### src/rtl/rom_loader_pkg.sv
// Shared types and default sizing for the ROM stream loader.
package rom_loader_pkg;
  typedef enum logic [1:0] {
    LOAD = 2'd0,
    PAD  = 2'd1,
    DONE = 2'd2
  } state_t;

  localparam int DEF_DATA_WIDTH = 8;
  localparam int DEF_ADDR_WIDTH = 4;
  localparam int DEF_ROM_DEPTH  = 16;
  localparam int DEF_PAD_VALUE  = 0;
endpackage

### src/rtl/rom_sp_mem.sv
// ROM_DEPTH x DATA_WIDTH array: one write port, one registered read port.
module rom_sp_mem
  import rom_loader_pkg::*;
#(
  parameter int                    DATA_WIDTH = DEF_DATA_WIDTH,
  parameter int                    ADDR_WIDTH = DEF_ADDR_WIDTH,
  parameter int                    ROM_DEPTH  = DEF_ROM_DEPTH,
  parameter logic [DATA_WIDTH-1:0] PAD_VALUE  = DATA_WIDTH'(DEF_PAD_VALUE)
) (
  input  logic                  clk,
  input  logic                  reset,
  input  logic                  wr_en,
  input  logic [ADDR_WIDTH-1:0] wr_addr,
  input  logic [DATA_WIDTH-1:0] wr_data,
  input  logic                  rd_en,
  input  logic [ADDR_WIDTH-1:0] rd_addr,
  output logic [DATA_WIDTH-1:0] rd_data
);
  localparam logic [ADDR_WIDTH:0] DEPTH_C = (ADDR_WIDTH + 1)'(ROM_DEPTH);

  logic [DATA_WIDTH-1:0] mem_q [ROM_DEPTH];
  logic [DATA_WIDTH-1:0] rd_data_d;
  logic [DATA_WIDTH-1:0] rd_data_q;

  // Storage is never cleared; only the read register carries reset.
  always_ff @(posedge clk) begin
    if (wr_en) mem_q[wr_addr] <= wr_data;
  end

  // Addresses beyond the populated depth read back as the pad word.
  always_comb begin
    rd_data_d = rd_data_q;
    if (rd_en) begin
      rd_data_d = ({1'b0, rd_addr} < DEPTH_C) ? mem_q[rd_addr] : PAD_VALUE;
    end
  end

  always_ff @(posedge clk) begin
    if (reset) rd_data_q <= '0;
    else       rd_data_q <= rd_data_d;
  end

  assign rd_data = rd_data_q;
endmodule

### src/rtl/rom_stream_loader.sv
// Fills an internal ROM from an upstream word stream, pads after EOF,
// then serves registered reads once the image is complete.
module rom_stream_loader
  import rom_loader_pkg::*;
#(
  parameter int                    DATA_WIDTH = DEF_DATA_WIDTH,
  parameter int                    ADDR_WIDTH = DEF_ADDR_WIDTH,
  parameter int                    ROM_DEPTH  = DEF_ROM_DEPTH,
  parameter logic [DATA_WIDTH-1:0] PAD_VALUE  = DATA_WIDTH'(DEF_PAD_VALUE)
) (
  input  logic                  clk,
  input  logic                  reset,
  input  logic                  in_valid,
  input  logic [DATA_WIDTH-1:0] in_data,
  input  logic                  in_eof,
  output logic                  in_ready,
  input  logic                  enable,
  input  logic [ADDR_WIDTH-1:0] address,
  output logic [DATA_WIDTH-1:0] data_out,
  output logic                  loaded,
  output logic [ADDR_WIDTH:0]   load_count
);
  localparam logic [ADDR_WIDTH:0] DEPTH_C = (ADDR_WIDTH + 1)'(ROM_DEPTH);
  localparam logic [ADDR_WIDTH:0] LAST_C  = (ADDR_WIDTH + 1)'(ROM_DEPTH - 1);
  localparam logic [ADDR_WIDTH:0] ONE_C   = (ADDR_WIDTH + 1)'(1);

  state_t                state_q, state_d;
  logic [ADDR_WIDTH:0]   wr_ptr_q, wr_ptr_d;
  logic [ADDR_WIDTH:0]   load_count_q, load_count_d;
  logic                  loaded_q, loaded_d;
  logic                  mem_we;
  logic [DATA_WIDTH-1:0] mem_wdata;

  always_ff @(posedge clk) begin
    if (reset) begin
      state_q      <= LOAD;
      wr_ptr_q     <= '0;
      load_count_q <= '0;
      loaded_q     <= 1'b0;
    end else begin
      state_q      <= state_d;
      wr_ptr_q     <= wr_ptr_d;
      load_count_q <= load_count_d;
      loaded_q     <= loaded_d;
    end
  end

  // A write into the last slot finishes the image even if EOF arrives with it.
  always_comb begin
    state_d      = state_q;
    wr_ptr_d     = wr_ptr_q;
    load_count_d = load_count_q;
    case (state_q)
      LOAD: begin
        if (in_valid) begin
          wr_ptr_d = wr_ptr_q + ONE_C;
          if (load_count_q != DEPTH_C) load_count_d = load_count_q + ONE_C;
        end
        if (in_valid && (wr_ptr_q == LAST_C)) state_d = DONE;
        else if (in_eof) state_d = (wr_ptr_d == DEPTH_C) ? DONE : PAD;
      end
      PAD: begin
        wr_ptr_d = wr_ptr_q + ONE_C;
        if (wr_ptr_q == LAST_C) state_d = DONE;
      end
      default: ;
    endcase
    loaded_d = (state_d == DONE);
  end

  always_comb begin
    in_ready  = 1'b0;
    mem_we    = 1'b0;
    mem_wdata = in_data;
    case (state_q)
      LOAD: begin
        in_ready = !reset;
        mem_we   = !reset && in_valid;
      end
      PAD: begin
        mem_we    = !reset;
        mem_wdata = PAD_VALUE;
      end
      default: ;
    endcase
  end

  rom_sp_mem #(
    .DATA_WIDTH (DATA_WIDTH),
    .ADDR_WIDTH (ADDR_WIDTH),
    .ROM_DEPTH  (ROM_DEPTH),
    .PAD_VALUE  (PAD_VALUE)
  ) u_mem (
    .clk     (clk),
    .reset   (reset),
    .wr_en   (mem_we),
    .wr_addr (wr_ptr_q[ADDR_WIDTH-1:0]),
    .wr_data (mem_wdata),
    .rd_en   (loaded_q && enable),
    .rd_addr (address),
    .rd_data (data_out)
  );

  assign loaded     = loaded_q;
  assign load_count = load_count_q;
endmodule
### config.mk
export PLATFORM = sky130hd
export DESIGN_NAME = rom_stream_loader
export DESIGN_NICKNAME = d
export VERILOG_FILES = /design/src/rtl/rom_loader_pkg.sv /design/src/rtl/rom_sp_mem.sv /design/src/rtl/rom_stream_loader.sv
export SDC_FILE = /design/constraint.sdc
export NUM_CORES = 1
export LEC_CHECK = 0
export ABC_AREA = 1
export CAP_MARGIN = 20
export CORE_MARGIN = 2
export CORE_UTILIZATION = 45
export DETAILED_ROUTE_END_ITERATION = 10
export GPL_TIMING_DRIVEN = 0
export REMOVE_ABC_BUFFERS = 1
export SYNTH_ARGS = -nofsm -noshare
export SYNTH_HDL_FRONTEND = slang
export SYNTH_SLANG_ARGS = --single-unit
### constraint.sdc
create_clock -name clk -period 2.4 [get_ports clk]
set_input_delay 0.48 -clock clk [delete_from_list [all_inputs] [get_ports clk]]
set_output_delay 0.48 -clock clk [all_outputs]
set_load 0.01 [all_outputs]
-- Yosys cells after proc, flatten, opt, wreduce, memory -nomap -nowiden
Memory sizes are Yosys's and may differ from the RTL's. A register that Yosys moved wholly into a read port is not among the register bits.
Cells that the tools add are included.
- output and inout bits: 15
- flip-flop bits (word level): 13
- logic and storage cells: 32
- input port bits: 17
- memory bits (writable): 128
- memories: 1
- memories (name ; depth ; width ; read ports ; clocked after memory_dff ; wr ports ; line ; source):
    u_mem.mem_q ; 16 ; 8 ; 1 ; 1 ; 1 ; rom_sp_mem.sv:21 ; logic [DATA_WIDTH-1:0] mem_q [ROM_DEPTH];
- multiplexer cells: 13
- add/sub/neg operators: 2
- equal/unequal tests: 5
- reductions and logical operators: 7
- operators by type and width (operator ; count):
    adder 5 x 1 -> 5 bit (second input constant) ; 2
    two-way mux 5 bit ; 2
    case mux 5 bit (2 select lines) ; 1
    two-way mux 2 bit ; 4
    two-way mux 8 bit ; 1
    equality test 5 x 4 -> 1 bit (second input constant) ; 1
    equality test 5 bit (second input constant) ; 1
    != test 5 bit (second input constant) ; 1
    case mux 2 bit (2 select lines) ; 1
    logical AND 1 bit ; 3
    two-way mux 1 bit ; 3
    AND reduction 3 bit ; 1
    equality test 2 x 1 -> 1 bit (second input constant) ; 1
    equality test 2 bit (second input constant) ; 1
    zero test 2 bit ; 1
    case mux 1 bit (2 select lines) ; 1
    nonzero test 2 bit ; 1
    zero test 1 bit ; 1

-- Depth between registers and ports, before layout
- depth in word-level cells: 9
- depth in mapped cells: 13
- gate-level depth less buffers: 13

-- Cells and area by module
Synthesis repeated with hierarchy kept, for this count alone.
- cell total of the unflattened synthesis: 629
- area total of the unflattened synthesis: 6441.2 sq um
- by module, submodules not included (module ; area an instance (sq um) ; seq. area each (sq um) ; cells an instance ; instances):
    rom_sp_mem ; 5577.8 ; 4003.8 ; 490 ; 1
    rom_stream_loader ; 863.3 ; 260.2 ; 139 ; 1

-- Least setup slack after synthesis
No wires, ideal clock.
- kind: input port to flip-flop
- from: in in_valid
- to: mem u_mem.mem_q[15][0] (netlist bit) (enable)
- path buffers: 1
- setup time: 0.383 ns
- data arrival time: 1.613 ns
- setup slack: 0.404 ns
- stages on the path: 5
- cells stage by stage: buf_6 > o21ai_0 > nor2_1 > inv_1 > nor3_1
- word-level cells in the longest chain between the ends: 4
- RTL lines (what ; line ; source):
    from (decl) ; rom_stream_loader.sv:13 ; input logic in_valid,
    logical AND 1 bit ; rom_stream_loader.sv:78 ; mem_we = !reset && in_valid;
    case mux 1 bit (2 select lines) ; rom_stream_loader.sv:75 ; case (state_q)
    two-way mux 1 bit ; rom_sp_mem.sv:27 ; if (wr_en) mem_q[wr_addr] <= wr_data;
    two-way mux 1 bit (implied by the code) ; rom_sp_mem.sv:27 ;
    to (decl) ; rom_sp_mem.sv:21 ;
Every way passes these cells.

-- Final worst setup path
- from: reg state_q[1]
- to: out in_ready
- word-level cells in the longest chain between the ends: 2
- RTL lines (what ; line ; source):
    from (decl) ; rom_stream_loader.sv:27 ; state_t state_q, state_d;
    from (signal assigned) ; rom_stream_loader.sv:41 ; state_q <= state_d;
    zero test 2 bit ; rom_stream_loader.sv:75 ;
    two-way mux 1 bit ; rom_stream_loader.sv:75 ;
    to (decl) ; rom_stream_loader.sv:16 ; output logic in_ready,
Every way passes these cells.

==> impl_metrics.yaml <==
global_route:
  grt_pass1_wl_um: 21600
  grt_overflow: 0
  grt_max_degree: 65
  grt_use_total_pct: 19.5
  grt_pass1_vias: 4048
  antenna_found_initial: 0
timing:
  skew_ns: 0.00719
  tns_ns: 0
  layout_worst_path_cycle_share_pct: 93.0
  fmax_ghz: 0.448
  slew_headroom_pct: 31.7
  rsz0062_at_grt: "false"
  worst_pin_slew_ns: 1.02
  hold_viol: 0
  timing.hold.ws_ns: 0.504
  period_needed_ns: 2.23
  layout_setup_ws_ns: 0.168
  finalMaxSlewViolations: 0
  setup_violations: 0
synth:
  ys_seq_elements: 149
  synth_top_area_share_pct: 59.6
  syn-mean-instance-area_um2: 10.3
  yosys_warnings: 0
  synthCells: 629
  syn-cell-area_mm2: 0.00645
  yosysSeqAreaShare_pct: 66.1
  synth_top_cell_by_area: "edfxtp_1"
  synth_area_leaders: "edfxtp_1 60%, nand2_1 12%, nand3_1 8.7%"
  ys_types: 26
detailed_routing:
  totalWireLength_um: 13900
  route.detailed.drc: 0
  dr.pass1.iters: 5
  drt_iter0_markers: 363
  drt.antenna.violating_nets: 0
  vias_per_cell: 5.15
  via_count: 4385
  wl_per_cell_um: 16.4
run:
  drv_cap: 0
cts:
  cts-root-buf: "clkbuf_16"
  tritoncts: "yes"
  clock-sinks: 149
  h-tree-depth: 4
  path_clk_slew_ns: 0.06
  cts_buffer_depth: 2
  hold_buffers: 0
  clock_latency_ns: 0.43
  numCtsBuffers: 17
run_status:
  status: "finished clean"
placement:
  hpwl_um: 8550
  place_inst: 813
  place.gp.congestion: 0.823
  dp_slack_ns: -0.811
  port_buffers: 31
min_path:
  hold_start: "load_count[3]$_SDFFE_PP0P_"
  hp-class: "reg2reg"
floorplan:
  core_mm2: 0.0139
  pin_count: 32
  dieArea_mm2: 0.0153
  die_x_um: 124
  rows: 43
  start_util_pct: 46.3
  fp.dieH_um: 124
power_and_ir_drop:
  p_sw_share_pct: 23.9
  power.density_mw_per_mm2: 812
  internal_power_mw: 4.61
  p_leak_nw: 2.88
  switching_power_mw: 1.45
  pwr-share-seq_pct: 48.8
  combPwrFrac_pct: 9.3
  ir_worst_vdd_mv: 0.445
  pwr-share-clk_pct: 41.9
finish:
  syn_to_final_growth_pct: 15.7
  final_cell_mix: "209 x nand2_1, 128 x edfxtp_1, 112 x nand3_1"
  fin_cells: 851
  drive_gt1_share_pct: 9.69
  utilization_pct: 53.6
  diodes: 0
  layout_commonest_cell: "nand2_1"
  final_nets: 682
worst_setup_path:
  max_stage_delay_ns: 0.54
  crit_start: "state_q[1]$_SDFF_PP0_"
  cp.required_ns: 1.92
  reg2reg_slack_ns: 0.31
  cp-start-kind: "register"
  crit_type: "reg2out"
  reg2reg_from: "state_q[1]$_SDFF_PP0_"
  crit_fanout: 6
  worst_r2r_endpoint: "u_mem.mem_q[1][2]$_DFFE_PP_"
  cp.arrival_ns: 1.75
  critPathCapture: "in_ready"
  crit_chain: "nor2_4 -> inv_1 -> nor2_1 -> clkdlybuf4s50_1"
  critPathCaptureType: "primary output"
  slowest_stage: "clkdlybuf4s50_1"
  r2r.worst_path.cells: 5
-- worst min-delay path by stage --
stage | endpoint | slack, ns | depth (start not counted)
6_report | load_count[3]$_SDFFE_PP0P_ | 0.50 | 2
5_1_grt | load_count[3]$_SDFFE_PP0P_ | 0.55 | 2
4_1_cts | load_count[3]$_SDFFE_PP0P_ | 0.50 | 2
3_5_place_dp | load_count[3]$_SDFFE_PP0P_ | 0.49 | 2
3_3_place_gp | load_count[3]$_SDFFE_PP0P_ | 0.49 | 2
2_1_floorplan | load_count[3]$_SDFFE_PP0P_ | 0.51 | 2
-- metal layers --
layer | global-route usage, % | wire length, µm | share of wire, % | up-vias
met5 | 0 | 0 | 0 | -
met3 | 5.13 | 746 | 5.4 | 12
met2 | 30.7 | 6830 | 49 | 109
met4 | 5.97 | 129 | 0.93 | 0
met1 | 26.6 | 6240 | 45 | 2097
li1 | - | - | - | 2167
-- synthesized netlist by cell type --
library cell / number
o21a_1: 1
nor3_1: 4
nand3_2: 1
o22ai_1: 1
buf_2: 13
xor2_1: 1
a21oi_1: 8
inv_2: 2
xnor2_1: 1
inv_4: 1
inv_1: 40
nand4_1: 2
ha_1: 7
dfxtp_1: 21
buf_6: 10
a31oi_1: 2
nand3_1: 112
nand2_1: 209
a22oi_1: 1
o21ai_0: 5
edfxtp_1: 128
buf_1: 1
nor2_1: 49
buf_4: 6
nor2_4: 1
nand2_2: 2
-- sequential cells by signal, summed over array words and instances (netlist names) --
| signal | cells |
|---|---|
| u_mem.mem_q | 128 |
| loaded | 1 |
| u_mem.rd_data | 8 |
| load_count | 5 |
| wr_ptr_q | 5 |
| state_q | 2 |
-- layout make-up --
cell class | count | area (µm²)
fillers | 1236 | 6470
flip-flops and latches | 149 | 4260
multi-input cells | 407 | 1860
clock buffers | 18 | 429
repair buffers | 40 | 384
well taps | 180 | 225
inverters | 43 | 164
clock inverters | 14 | 136
-- power by group through the flow --
stage | Clock [mW] | Combinational (mW) | Sequential [mW]
2_1_floorplan | 0 | 0.303 | 3.01
3_3_place_gp | 0 | 0.529 | 3.01
3_5_place_dp | 0 | 0.540 | 3.02
4_1_cts | 2.58 | 0.550 | 2.96
5_1_grt | 2.68 | 0.634 | 2.97
6_report | 2.54 | 0.562 | 2.96
-- critical path, delay by kind of cell (launching register included) --
family / cells / cell delay [ns]
flops: 1 / 0.39
buf+inv: 2 / 0.62
simple gates: 2 / 0.31
-- per-stage QoR --
| step | instance area, µm² | power (mW) |
|---|---|---|
| 3_3_place_gp | 6760 | 3.54 |
| 5_1_grt | 7460 | 6.28 |
| 3_5_place_dp | 6790 | 3.56 |
| 4_1_cts | 7400 | 6.09 |
| 6_report | 7460 | 6.06 |
| 2_1_floorplan | 6230 | 3.31 |
-- cell families after synthesis --
kind of cell | after synthesis | synth area share, %
xor gates and xnor gates | 2 | 0.271
AOI/OAI and AO/OA | 18 | 1.53
DFF | 149 | 66.1
adders and majority gates | 7 | 1.36
and+or+nand+nor | 380 | 24.7
buffers and inverters | 73 | 6.05
-- repair_timing --
action / CTS / global route
setup endpoints to repair: 108 / 115
buffers inserted: 0 / 0
hold endpoints to repair: 0 / 0
resized for setup: 17 / 5
(Power assumes the default switching activity.)
